$ cat src/rtl/sram_bank_ctrl_if.sv
// Requester-side bus of sram_bank_ctrl: two independent request/ack channels, A and B.
interface sram_bank_ctrl_if #(
    parameter int DATA_WIDTH = 16,
    parameter int AW         = 5
);
    logic                  req_a;
    logic                  we_a;
    logic [AW-1:0]         addr_a;
    logic [DATA_WIDTH-1:0] wdata_a;
    logic                  ack_a;
    logic [DATA_WIDTH-1:0] rdata_a;

    logic                  req_b;
    logic                  we_b;
    logic [AW-1:0]         addr_b;
    logic [DATA_WIDTH-1:0] wdata_b;
    logic                  ack_b;
    logic [DATA_WIDTH-1:0] rdata_b;

    modport master (
        output req_a, we_a, addr_a, wdata_a,
        output req_b, we_b, addr_b, wdata_b,
        input  ack_a, rdata_a,
        input  ack_b, rdata_b
    );

    modport slave (
        input  req_a, we_a, addr_a, wdata_a,
        input  req_b, we_b, addr_b, wdata_b,
        output ack_a, rdata_a,
        output ack_b, rdata_b
    );
endinterface

$ cat src/rtl/sram_bank_ctrl.sv
// Bennett-phase sequencer and two-requester arbiter for a 2-port SRAM bank.
// Optional conflict counter: define SRAM_BANK_CTRL_STATS_EN.
module sram_bank_ctrl #(
    parameter int DATA_WIDTH = 16,
    parameter int WORDS      = 32,
    parameter int PHASES     = 10
) (
    input  logic                  clk,
    input  logic                  reset,
    input  logic [PHASES-1:0]     clkp,
    sram_bank_ctrl_if.slave       req_bus,
    output logic [WORDS-1:0]      wordA,
    output logic [WORDS-1:0]      wordB,
    output logic                  ReadEn,
    output logic                  WriteEn,
    output logic [DATA_WIDTH-1:0] din,
    input  logic [DATA_WIDTH-1:0] outA,
    input  logic [DATA_WIDTH-1:0] outB,
    output logic [15:0]           conflict_cnt
);
    localparam int AW = $clog2(WORDS);
    localparam int PW = $clog2(PHASES);

    typedef enum logic [2:0] {
        IDLE,
        GRANT,
        ADDR,
        DATA,
        ACCESS,
        DONE
    } state_t;

    state_t state;
    state_t state_nxt;

    logic [PHASES-1:0]     clkp_q;
    logic [PHASES-1:0]     rise;
    logic [PW-1:0]         phase_sel;
    logic                  step;

    logic                  both;
    logic                  conflict;
    logic                  take_a;
    logic                  take_b;

    logic                  rr;
    logic                  gnt_a;
    logic                  gnt_b;
    logic                  gnt_we;
    logic [AW-1:0]         addr_a_q;
    logic [AW-1:0]         addr_b_q;
    logic [DATA_WIDTH-1:0] wdata_q;

    function automatic logic [WORDS-1:0] onehot(input logic [AW-1:0] a);
        onehot = WORDS'(1) << a;
    endfunction

    // Each state waits for exactly one phase edge; all other edges are ignored.
    always_comb begin
        rise = clkp & ~clkp_q;
        phase_sel = '0;
        unique case (state)
            IDLE:    phase_sel = PW'(0);
            GRANT:   phase_sel = PW'(2);
            ADDR:    phase_sel = PW'(4);
            DATA:    phase_sel = PW'(6);
            ACCESS:  phase_sel = PW'(8);
            DONE:    phase_sel = PW'(9);
            default: phase_sel = '0;
        endcase
        step = rise[phase_sel];
    end

    always_comb begin
        both     = req_bus.req_a & req_bus.req_b;
        conflict = both & (req_bus.we_a | req_bus.we_b);
        take_a   = req_bus.req_a & ~(conflict & rr);
        take_b   = req_bus.req_b & ~(conflict & ~rr);
    end

    always_ff @(posedge clk or negedge reset) begin
        if (!reset) begin
            state <= IDLE;
        end else begin
            state <= state_nxt;
        end
    end

    always_comb begin
        state_nxt = state;
        if (step) begin
            unique case (state)
                IDLE:    if (req_bus.req_a || req_bus.req_b) state_nxt = GRANT;
                GRANT:   state_nxt = ADDR;
                ADDR:    state_nxt = DATA;
                DATA:    state_nxt = ACCESS;
                ACCESS:  state_nxt = DONE;
                DONE:    state_nxt = IDLE;
                default: state_nxt = IDLE;
            endcase
        end
    end

    always_ff @(posedge clk or negedge reset) begin
        if (!reset) begin
            clkp_q          <= '0;
            rr              <= 1'b0;
            gnt_a           <= 1'b0;
            gnt_b           <= 1'b0;
            gnt_we          <= 1'b0;
            addr_a_q        <= '0;
            addr_b_q        <= '0;
            wdata_q         <= '0;
            wordA           <= '0;
            wordB           <= '0;
            ReadEn          <= 1'b0;
            WriteEn         <= 1'b0;
            din             <= '0;
            req_bus.ack_a   <= 1'b0;
            req_bus.ack_b   <= 1'b0;
            req_bus.rdata_a <= '0;
            req_bus.rdata_b <= '0;
        end else begin
            clkp_q        <= clkp;
            req_bus.ack_a <= 1'b0;
            req_bus.ack_b <= 1'b0;
            if (step) begin
                unique case (state)
                    IDLE: begin
                        if (req_bus.req_a || req_bus.req_b) begin
                            gnt_a    <= take_a;
                            gnt_b    <= take_b;
                            gnt_we   <= take_a ? req_bus.we_a : req_bus.we_b;
                            addr_a_q <= req_bus.addr_a;
                            addr_b_q <= req_bus.addr_b;
                            wdata_q  <= take_a ? req_bus.wdata_a : req_bus.wdata_b;
                            // A sole winner hands priority to the other side, so a
                            // deferred loser is first in line even after it runs alone.
                            if (take_a ^ take_b) begin
                                rr <= take_a;
                            end
                        end
                    end
                    GRANT: begin
                        if (gnt_we) begin
                            wordA <= onehot(gnt_a ? addr_a_q : addr_b_q);
                            wordB <= onehot(gnt_a ? addr_a_q : addr_b_q);
                        end else begin
                            wordA <= gnt_a ? onehot(addr_a_q) : '0;
                            wordB <= gnt_b ? onehot(addr_b_q) : '0;
                        end
                    end
                    ADDR: begin
                        if (gnt_we) begin
                            din <= wdata_q;
                        end
                    end
                    DATA: begin
                        if (!gnt_we) begin
                            ReadEn <= 1'b1;
                        end
                    end
                    ACCESS: begin
                        if (gnt_we) begin
                            WriteEn <= 1'b1;
                        end else begin
                            ReadEn <= 1'b0;
                            if (gnt_a) begin
                                req_bus.rdata_a <= outA;
                                req_bus.ack_a   <= 1'b1;
                            end
                            if (gnt_b) begin
                                req_bus.rdata_b <= outB;
                                req_bus.ack_b   <= 1'b1;
                            end
                        end
                    end
                    DONE: begin
                        WriteEn <= 1'b0;
                        wordA   <= '0;
                        wordB   <= '0;
                        if (gnt_we) begin
                            req_bus.ack_a <= gnt_a;
                            req_bus.ack_b <= gnt_b;
                        end
                    end
                    default: ;
                endcase
            end
        end
    end

`ifdef SRAM_BANK_CTRL_STATS_EN
    always_ff @(posedge clk or negedge reset) begin
        if (!reset) begin
            conflict_cnt <= '0;
        end else if (state == IDLE && step && conflict && conflict_cnt != 16'hFFFF) begin
            conflict_cnt <= conflict_cnt + 16'd1;
        end
    end
`else
    assign conflict_cnt = '0;
`endif

    a_rw_exclusive: assert property (@(posedge clk) disable iff (!reset)
        !(ReadEn && WriteEn));
    a_ack_a_pulse: assert property (@(posedge clk) disable iff (!reset)
        req_bus.ack_a |=> !req_bus.ack_a);
    a_ack_b_pulse: assert property (@(posedge clk) disable iff (!reset)
        req_bus.ack_b |=> !req_bus.ack_b);
endmodule

$ cat src/flat_wrapper.sv
// flat-port wrapper written by rule: the top's interface ports become plain ports
module sram_bank_ctrl_flat 
#(
    parameter int DATA_WIDTH = 16,
    parameter int WORDS      = 32,
    parameter int PHASES     = 10
)
  (clk, reset, clkp, wordA, wordB, ReadEn, WriteEn, din, outA, outB, conflict_cnt, req_bus_req_a, req_bus_we_a, req_bus_addr_a, req_bus_wdata_a, req_bus_req_b, req_bus_we_b, req_bus_addr_b, req_bus_wdata_b, req_bus_ack_a, req_bus_rdata_a, req_bus_ack_b, req_bus_rdata_b);
  sram_bank_ctrl_if #(.DATA_WIDTH(DATA_WIDTH), .AW((5))) req_bus_i ();
  input  logic clk;
  input  logic reset;
  input  logic [PHASES-1:0] clkp;
  output logic [WORDS-1:0] wordA;
  output logic [WORDS-1:0] wordB;
  output logic ReadEn;
  output logic WriteEn;
  output logic [DATA_WIDTH-1:0] din;
  input  logic [DATA_WIDTH-1:0] outA;
  input  logic [DATA_WIDTH-1:0] outB;
  output logic [15:0] conflict_cnt;
  input wire logic [$bits(req_bus_i.req_a)-1:0] req_bus_req_a;
  input wire logic [$bits(req_bus_i.we_a)-1:0] req_bus_we_a;
  input wire logic [$bits(req_bus_i.addr_a)-1:0] req_bus_addr_a;
  input wire logic [$bits(req_bus_i.wdata_a)-1:0] req_bus_wdata_a;
  input wire logic [$bits(req_bus_i.req_b)-1:0] req_bus_req_b;
  input wire logic [$bits(req_bus_i.we_b)-1:0] req_bus_we_b;
  input wire logic [$bits(req_bus_i.addr_b)-1:0] req_bus_addr_b;
  input wire logic [$bits(req_bus_i.wdata_b)-1:0] req_bus_wdata_b;
  output wire logic [$bits(req_bus_i.ack_a)-1:0] req_bus_ack_a;
  output wire logic [$bits(req_bus_i.rdata_a)-1:0] req_bus_rdata_a;
  output wire logic [$bits(req_bus_i.ack_b)-1:0] req_bus_ack_b;
  output wire logic [$bits(req_bus_i.rdata_b)-1:0] req_bus_rdata_b;
  assign req_bus_i.req_a = req_bus_req_a;
  assign req_bus_i.we_a = req_bus_we_a;
  assign req_bus_i.addr_a = req_bus_addr_a;
  assign req_bus_i.wdata_a = req_bus_wdata_a;
  assign req_bus_i.req_b = req_bus_req_b;
  assign req_bus_i.we_b = req_bus_we_b;
  assign req_bus_i.addr_b = req_bus_addr_b;
  assign req_bus_i.wdata_b = req_bus_wdata_b;
  assign req_bus_ack_a = req_bus_i.ack_a;
  assign req_bus_rdata_a = req_bus_i.rdata_a;
  assign req_bus_ack_b = req_bus_i.ack_b;
  assign req_bus_rdata_b = req_bus_i.rdata_b;
  sram_bank_ctrl #(.DATA_WIDTH(DATA_WIDTH), .WORDS(WORDS), .PHASES(PHASES)) u_core (.clk(clk), .reset(reset), .clkp(clkp), .req_bus(req_bus_i), .wordA(wordA), .wordB(wordB), .ReadEn(ReadEn), .WriteEn(WriteEn), .din(din), .outA(outA), .outB(outB), .conflict_cnt(conflict_cnt));
endmodule
$ cat config.mk
export PLATFORM = sky130hd
export DESIGN_NAME = sram_bank_ctrl_flat
export DESIGN_NICKNAME = d
export VERILOG_FILES = /design/src/rtl/sram_bank_ctrl_if.sv /design/src/rtl/sram_bank_ctrl.sv /design/src/flat_wrapper.sv
export SDC_FILE = /design/constraint.sdc
export NUM_CORES = 1
export LEC_CHECK = 0
export ABC_AREA = 1
export CORE_ASPECT_RATIO = 1.4
export CORE_MARGIN = 2
export CORE_UTILIZATION = 40
export DETAILED_ROUTE_END_ITERATION = 7
export GPL_ROUTABILITY_DRIVEN = 0
export HOLD_SLACK_MARGIN = 0.1
export PLACE_DENSITY = 0.66
export REMOVE_ABC_BUFFERS = 1
export SYNTH_ARGS = -nofsm -noshare
export SYNTH_HDL_FRONTEND = slang
export SYNTH_SLANG_ARGS = --single-unit
export TNS_END_PERCENT = 20
$ cat constraint.sdc
create_clock -name clk -period 5.7 [get_ports clk]
set_input_delay 1.71 -clock clk [delete_from_list [all_inputs] [get_ports clk]]
set_output_delay 1.71 -clock clk [all_outputs]
set_load 0.02 [all_outputs]
-- After elaboration in Yosys (flattened, before gate mapping)
Cells that the tools add are included.
W data, S select, Z words.
- register bits: 159
- output and inout port bits: 132
- word-level logic and storage cells: 88
- bitwise operators: 14
- order comparisons: 1
- eq/ne operators: 9
- shift-type cells: 3
- mux-type cells: 29
- reductions and logical operators: 14
- operator list (cell ; count):
    $mux W32 ; 4
    $pmux W32 S2 ; 2
    $shl A1 B5 Y32 const A ; 3
    $pmux W4 S5 ; 1
    $mux W16 ; 1
    $reduce_and A4 Y1 ; 4
    $pmux W3 S5 ; 1
    $mux W1 ; 13
    $and A10 B10 Y10 ; 1
    $not A10 Y10 ; 1
    $reduce_and A3 Y1 ; 3
    $pmux W1 S2 ; 4
    $and A1 B1 Y1 ; 6
    $eq A3 B2 Y1 const B ; 2
    $eq A3 B3 Y1 const B ; 2
    $reduce_bool A2 Y1 ; 3
    $lt A4 B5 Y1 const B ; 1
    $mux W5 ; 1
    $bmux W1 S4 ; 1
    $ne A2 B1 Y1 const B ; 2
    $ne A2 B2 Y1 const B ; 2
    $not A1 Y1 ; 4
    $reduce_and A2 Y1 ; 2
    $eq A3 B1 Y1 const B ; 1
    5 further kinds ; 5

-- Depth between registers and ports, before layout
- word-level depth: 7
- gate-level depth with buffers: 15
- mapped depth without buffers: 13

-- Least setup slack after synthesis
Ideal clock, no wire load.
- kind: input port to flip-flop
- start: in req_bus_we_a
- end: reg u_core.wdata_q[10]
- setup slack: 2783 ps
- stages on the path: 8
- setup time: 117 ps
- arrival time: 2800 ps
- cell sequence: or2_2 > a31oi_1 > clkinv_1 > clkbuf_1 > nand2_1 > nand2_1 > nand3_1 > nand2_1
- cells in the longest elaborated chain, start to end: 6
- RTL lines (item ; line ; text):
    from (decl) ; flat_wrapper.sv:22 ; input wire logic [$bits(req_bus_i.we_a)-1:0] req_bus_we_a;
    $or A1 B1 Y1 ; sram_bank_ctrl.sv:76 ; conflict = both & (req_bus.we_a | req_bus.we_b);
    $and A1 B1 Y1 ; sram_bank_ctrl.sv:76 ;
    $and A1 B1 Y1 ; sram_bank_ctrl.sv:77 ; take_a = req_bus.req_a & ~(conflict & rr);
    $not A1 Y1 ; sram_bank_ctrl.sv:77 ;
    $and A1 B1 Y1 ; sram_bank_ctrl.sv:77 ;
    $mux W16 ; sram_bank_ctrl.sv:136 ; wdata_q <= take_a ? req_bus.wdata_a : req_bus.wdata_b;
    to (signal assigned) ; sram_bank_ctrl.sv:136 ;
    to (decl) ; sram_bank_ctrl.sv:52 ; logic [DATA_WIDTH-1:0] wdata_q;
No other way between the ends.
A chain may end at the register's enable or synchronous reset.

-- Worst setup path in the final report
- start: reg u_core.state[1]
- end: reg u_core.wordA[23]
- cells in the longest elaborated chain, start to end: 5
- elaborated cells on any way between the ends: 11
- RTL lines (item ; line ; text):
    from (decl) ; sram_bank_ctrl.sv:33 ; state_t state;
    from (signal assigned) ; sram_bank_ctrl.sv:85 ; state <= state_nxt;
    $eq A3 B3 Y1, or another cell as far along ; sram_bank_ctrl.sv:62, sram_bank_ctrl.sv:128 ;
    $pmux W4 S5 ; sram_bank_ctrl.sv:62 ; unique case (state)
    $bmux W1 S4 ; sram_bank_ctrl.sv:71 ; step = rise[phase_sel];
    $mux W1 (not written as such) ; sram_bank_ctrl.sv:71 ;
    $reduce_and A2 Y1 (no source line) ; - ;
    to (signal assigned) ; sram_bank_ctrl.sv:146 ; wordA <= onehot(gnt_a ? addr_a_q : addr_b_q);
    to (signal assigned) ; sram_bank_ctrl.sv:149 ; wordA <= gnt_a ? onehot(addr_a_q) : '0;
    to (decl) ; sram_bank_ctrl.sv:12 ; output logic [WORDS-1:0] wordA,
Parallel ways exist; a longest one is shown, timed or not. The select of a mux whose other input is x is not followed.

==> impl_metrics.py <==
metrics = {
    "cts": {
        "root_buffer": "clkbuf_16",
        "clockBufferDepth": 2,
        "cts_inserted_buffers": 17,
        "holdBufCountCts": 0,
        "insertion_delay_ns": 0.42,
        "cts.sinks": 157,
        "cts_tree": "yes",
        "post_cts_buffers": 0,
        "clk_pin_slew_ns": 0.06,
        "cts_resized": 0,
        "htree_levels": 4,
    },
    "logic_synthesis": {
        "synth-seq-cells": 157,
        "synth_cell_types": 29,
        "synthesis.area_sq_um": 8280,
        "synthFlopType": "dfrtp_1",
        "netlist_instances": 1109,
        "synth_top_area_share": 0.475,
        "async_flop_share": 1.00,
        "syn_avg_cell_area_sq_um": 7.46,
        "yosys-top-cells-area": "dfrtp_1, nand2_1, nand3_1",
        "ys_seq_area_frac": 0.475,
        "ys_warn_count": 0,
        "yosys.area.top_type": "dfrtp_1",
        "synth_edf_count": 0,
    },
    "layout": {
        "antenna_cells": 0,
        "final_cell_mix": "nand2_1, clkdlybuf4s50_1, dfrtp_1",
        "final_common_cell": "nand2_1",
        "fin_area_sq_um": 10800,
        "drive_gt1_frac": 0.0486,
        "area_growth_pct": 30.8,
        "fin_nets": 1354,
    },
    "sta": {
        "slew_violations": 0,
        "finalSetupTns_ns": 0,
        "post-route-period-util": 0.676,
        "worstMarginPinSlew_ns": 1.22,
        "max_clock_freq_mhz": 260,
        "finalSetupViolCount": 0,
        "finalHoldWorstSlack_ns": 0.468,
        "min_period_ns": 3.85,
        "hold_viol": 0,
        "rsz0062_at_grt": "no",
        "skew_ns": 0.00860,
        "max_slew_margin": 0.184,
    },
    "detailed_routing": {
        "vias_per_cell": 5.14,
        "drt_iter0_markers": 601,
        "drc": 0,
        "routed_wl_um": 23900,
        "post_drt_wl_per_cell_um": 15.6,
        "ant_nets": 0,
        "vias": 7870,
        "dr.pass1.iters": 7,
    },
    "floorplanning": {
        "design.core.area_sq_um": 20400,
        "die-area_sq_um": 21900,
        "fp.dieW_um": 126,
        "start_util": 0.406,
        "ios": 222,
        "fp.dieH_um": 174,
        "rows": 62,
    },
    "worst_setup_path": {
        "critical_path_arrival_ns": 4.21,
        "cp-start-kind": "flop",
        "cp_top_family": "simple AND/OR/NAND/NOR gates",
        "slowest_stage": "nand3_1",
        "worstPathMaxFanout": 91,
        "critPathRequiredTime_ns": 6.06,
        "cp_num_buf_inv": 2,
        "path_cells": "inv_2, nand3_1, nor2_2, nand2_1, nand3_1, nand3_1, nand2_1, nand2_2, nand2_4, buf_4, nand4_1, nand2_1",
        "worst-setup-path-type": "reg -> reg",
        "cp_slowest_stage_delay_ns": 0.82,
        "endpoint_kind": "flop",
    },
    "global_routing": {
        "grt_pass1_wl_um": 39000,
        "antenna_found_initial": 0,
        "grt_pass1_vias": 7615,
        "grt_max_degree": 94,
        "grt_remaining_overflow": 0,
        "track_usage": 0.221,
    },
    "placement": {
        "placed_area_sq_um": 10200,
        "port_buffers": 203,
        "hpwl_um": 16300,
    },
    "run_status": {
        "status": "finished, final reports clean",
    },
    "flow_run": {
        "drv_cap": 0,
    },
    "power": {
        "cellPowerDensity_nw_per_um2": 559,
        "leakagePower_uw": 0.00538,
        "irDropWorstVdd_v": 0.000259,
    },
    "hold_path": {
        "hold_class": "reg -> reg",
    },
}
## worst register-to-register path: stages (launching register included)
cell	delay (ns)
dfrtp_1	0.50
inv_2	0.15
nand3_1	0.82
nor2_2	0.46
nand2_1	0.10
nand3_1	0.09
nand3_1	0.08
nand2_1	0.10
nand2_2	0.06
nand2_4	0.27
buf_4	0.77
nand4_1	0.27
nand2_1	0.13
## where the power goes
part | total (uW) | internal (uW) | switching [uW] | leakage, uW
logic | 3050 | 1050 | 2010 | 0.00303
registers | 1860 | 1500 | 353 | 0.00207
clock network | 1140 | 661 | 478 | 0.000281
## metal layers
layer / global-route usage / share of wire
met5: 0 / 0
met4: 0.0838 / 0.024
met3: 0.0526 / 0.062
met2: 0.386 / 0.51
met1: 0.261 / 0.40
## sequential cells by signal (all words and copies together) (netlist names), 3 cells and up
name	count
u_core.req_bus.rdata_b	16
u_core.clkp_q	8
u_core.state	3
u_core.addr_a_q	5
u_core.req_bus.rdata_a	16
u_core.addr_b_q	5
u_core.wdata_q	16
u_core.wordA	32
u_core.wordB	32
u_core.din	16
## cells by family after synthesis
kind of cell,Yosys count,synth area share
and+or+nand+nor,702,0.369
DFF,157,0.475
AOI/OAI and AO/OA,109,0.0671
other,1,0.000453
adders and majority gates,2,0.00302
buffers and inverters,138,0.0857
## area by class of cell
type,instances,area [sq um]
Timing Repair Buffer,215,2120
Clock buffer,20,447
Tap cell,256,320
Multi-Input combinational cell,829,3710
Sequential cell,157,3930
Clock inverter,12,138
Inverter,42,158
Fill cell,2014,9580
## stage by stage
step / total power (uW) / setup WS, ns / utilization / instances
2_1_floorplan: 3630 / 0.973 / - / 1028
3_3_place_gp: 4880 / 1.49 / 0.502 / 1499
3_5_place_dp: 4920 / 1.47 / 0.502 / 1499
4_1_cts: 6080 / 1.87 / 0.530 / 1531
5_1_grt: 6510 / 1.46 / 0.530 / 1531
6_report: 6050 / 1.85 / 0.530 / 1531
## cells in the mapped netlist, types with 5 or more instances
cell type	count
inv_1	36
buf_6	13
buf_2	24
nor2_1	86
clkbuf_1	40
nand4_1	54
a21oi_1	57
nor4_1	8
o21ai_0	47
dfrtp_1	157
nor3_1	5
nand2_1	398
buf_4	17
nand3_1	134
## final timing paths
check                                             start                            to  slack, ns  cells past startpoint
setup / recovery            u_core.state[1]$_DFFE_PN0P_  u_core.wordA[23]$_DFFE_PN0P_       1.85                     12
hold / removal             u_core.wordA[13]$_DFFE_PN0P_  u_core.wordA[13]$_DFFE_PN0P_       0.47                      2
setup reg to reg            u_core.state[1]$_DFFE_PN0P_  u_core.wordA[23]$_DFFE_PN0P_       1.85                     12
hold reg to reg            u_core.wordA[13]$_DFFE_PN0P_  u_core.wordA[13]$_DFFE_PN0P_       0.47                      2
max in group asynchronous                         reset  u_core.wordB[16]$_DFFE_PN0P_       3.35                      2
min in group asynchronous                         reset  u_core.wordA[27]$_DFFE_PN0P_       1.37                      1
No activity file was read; power rests on OpenSTA's default activity.
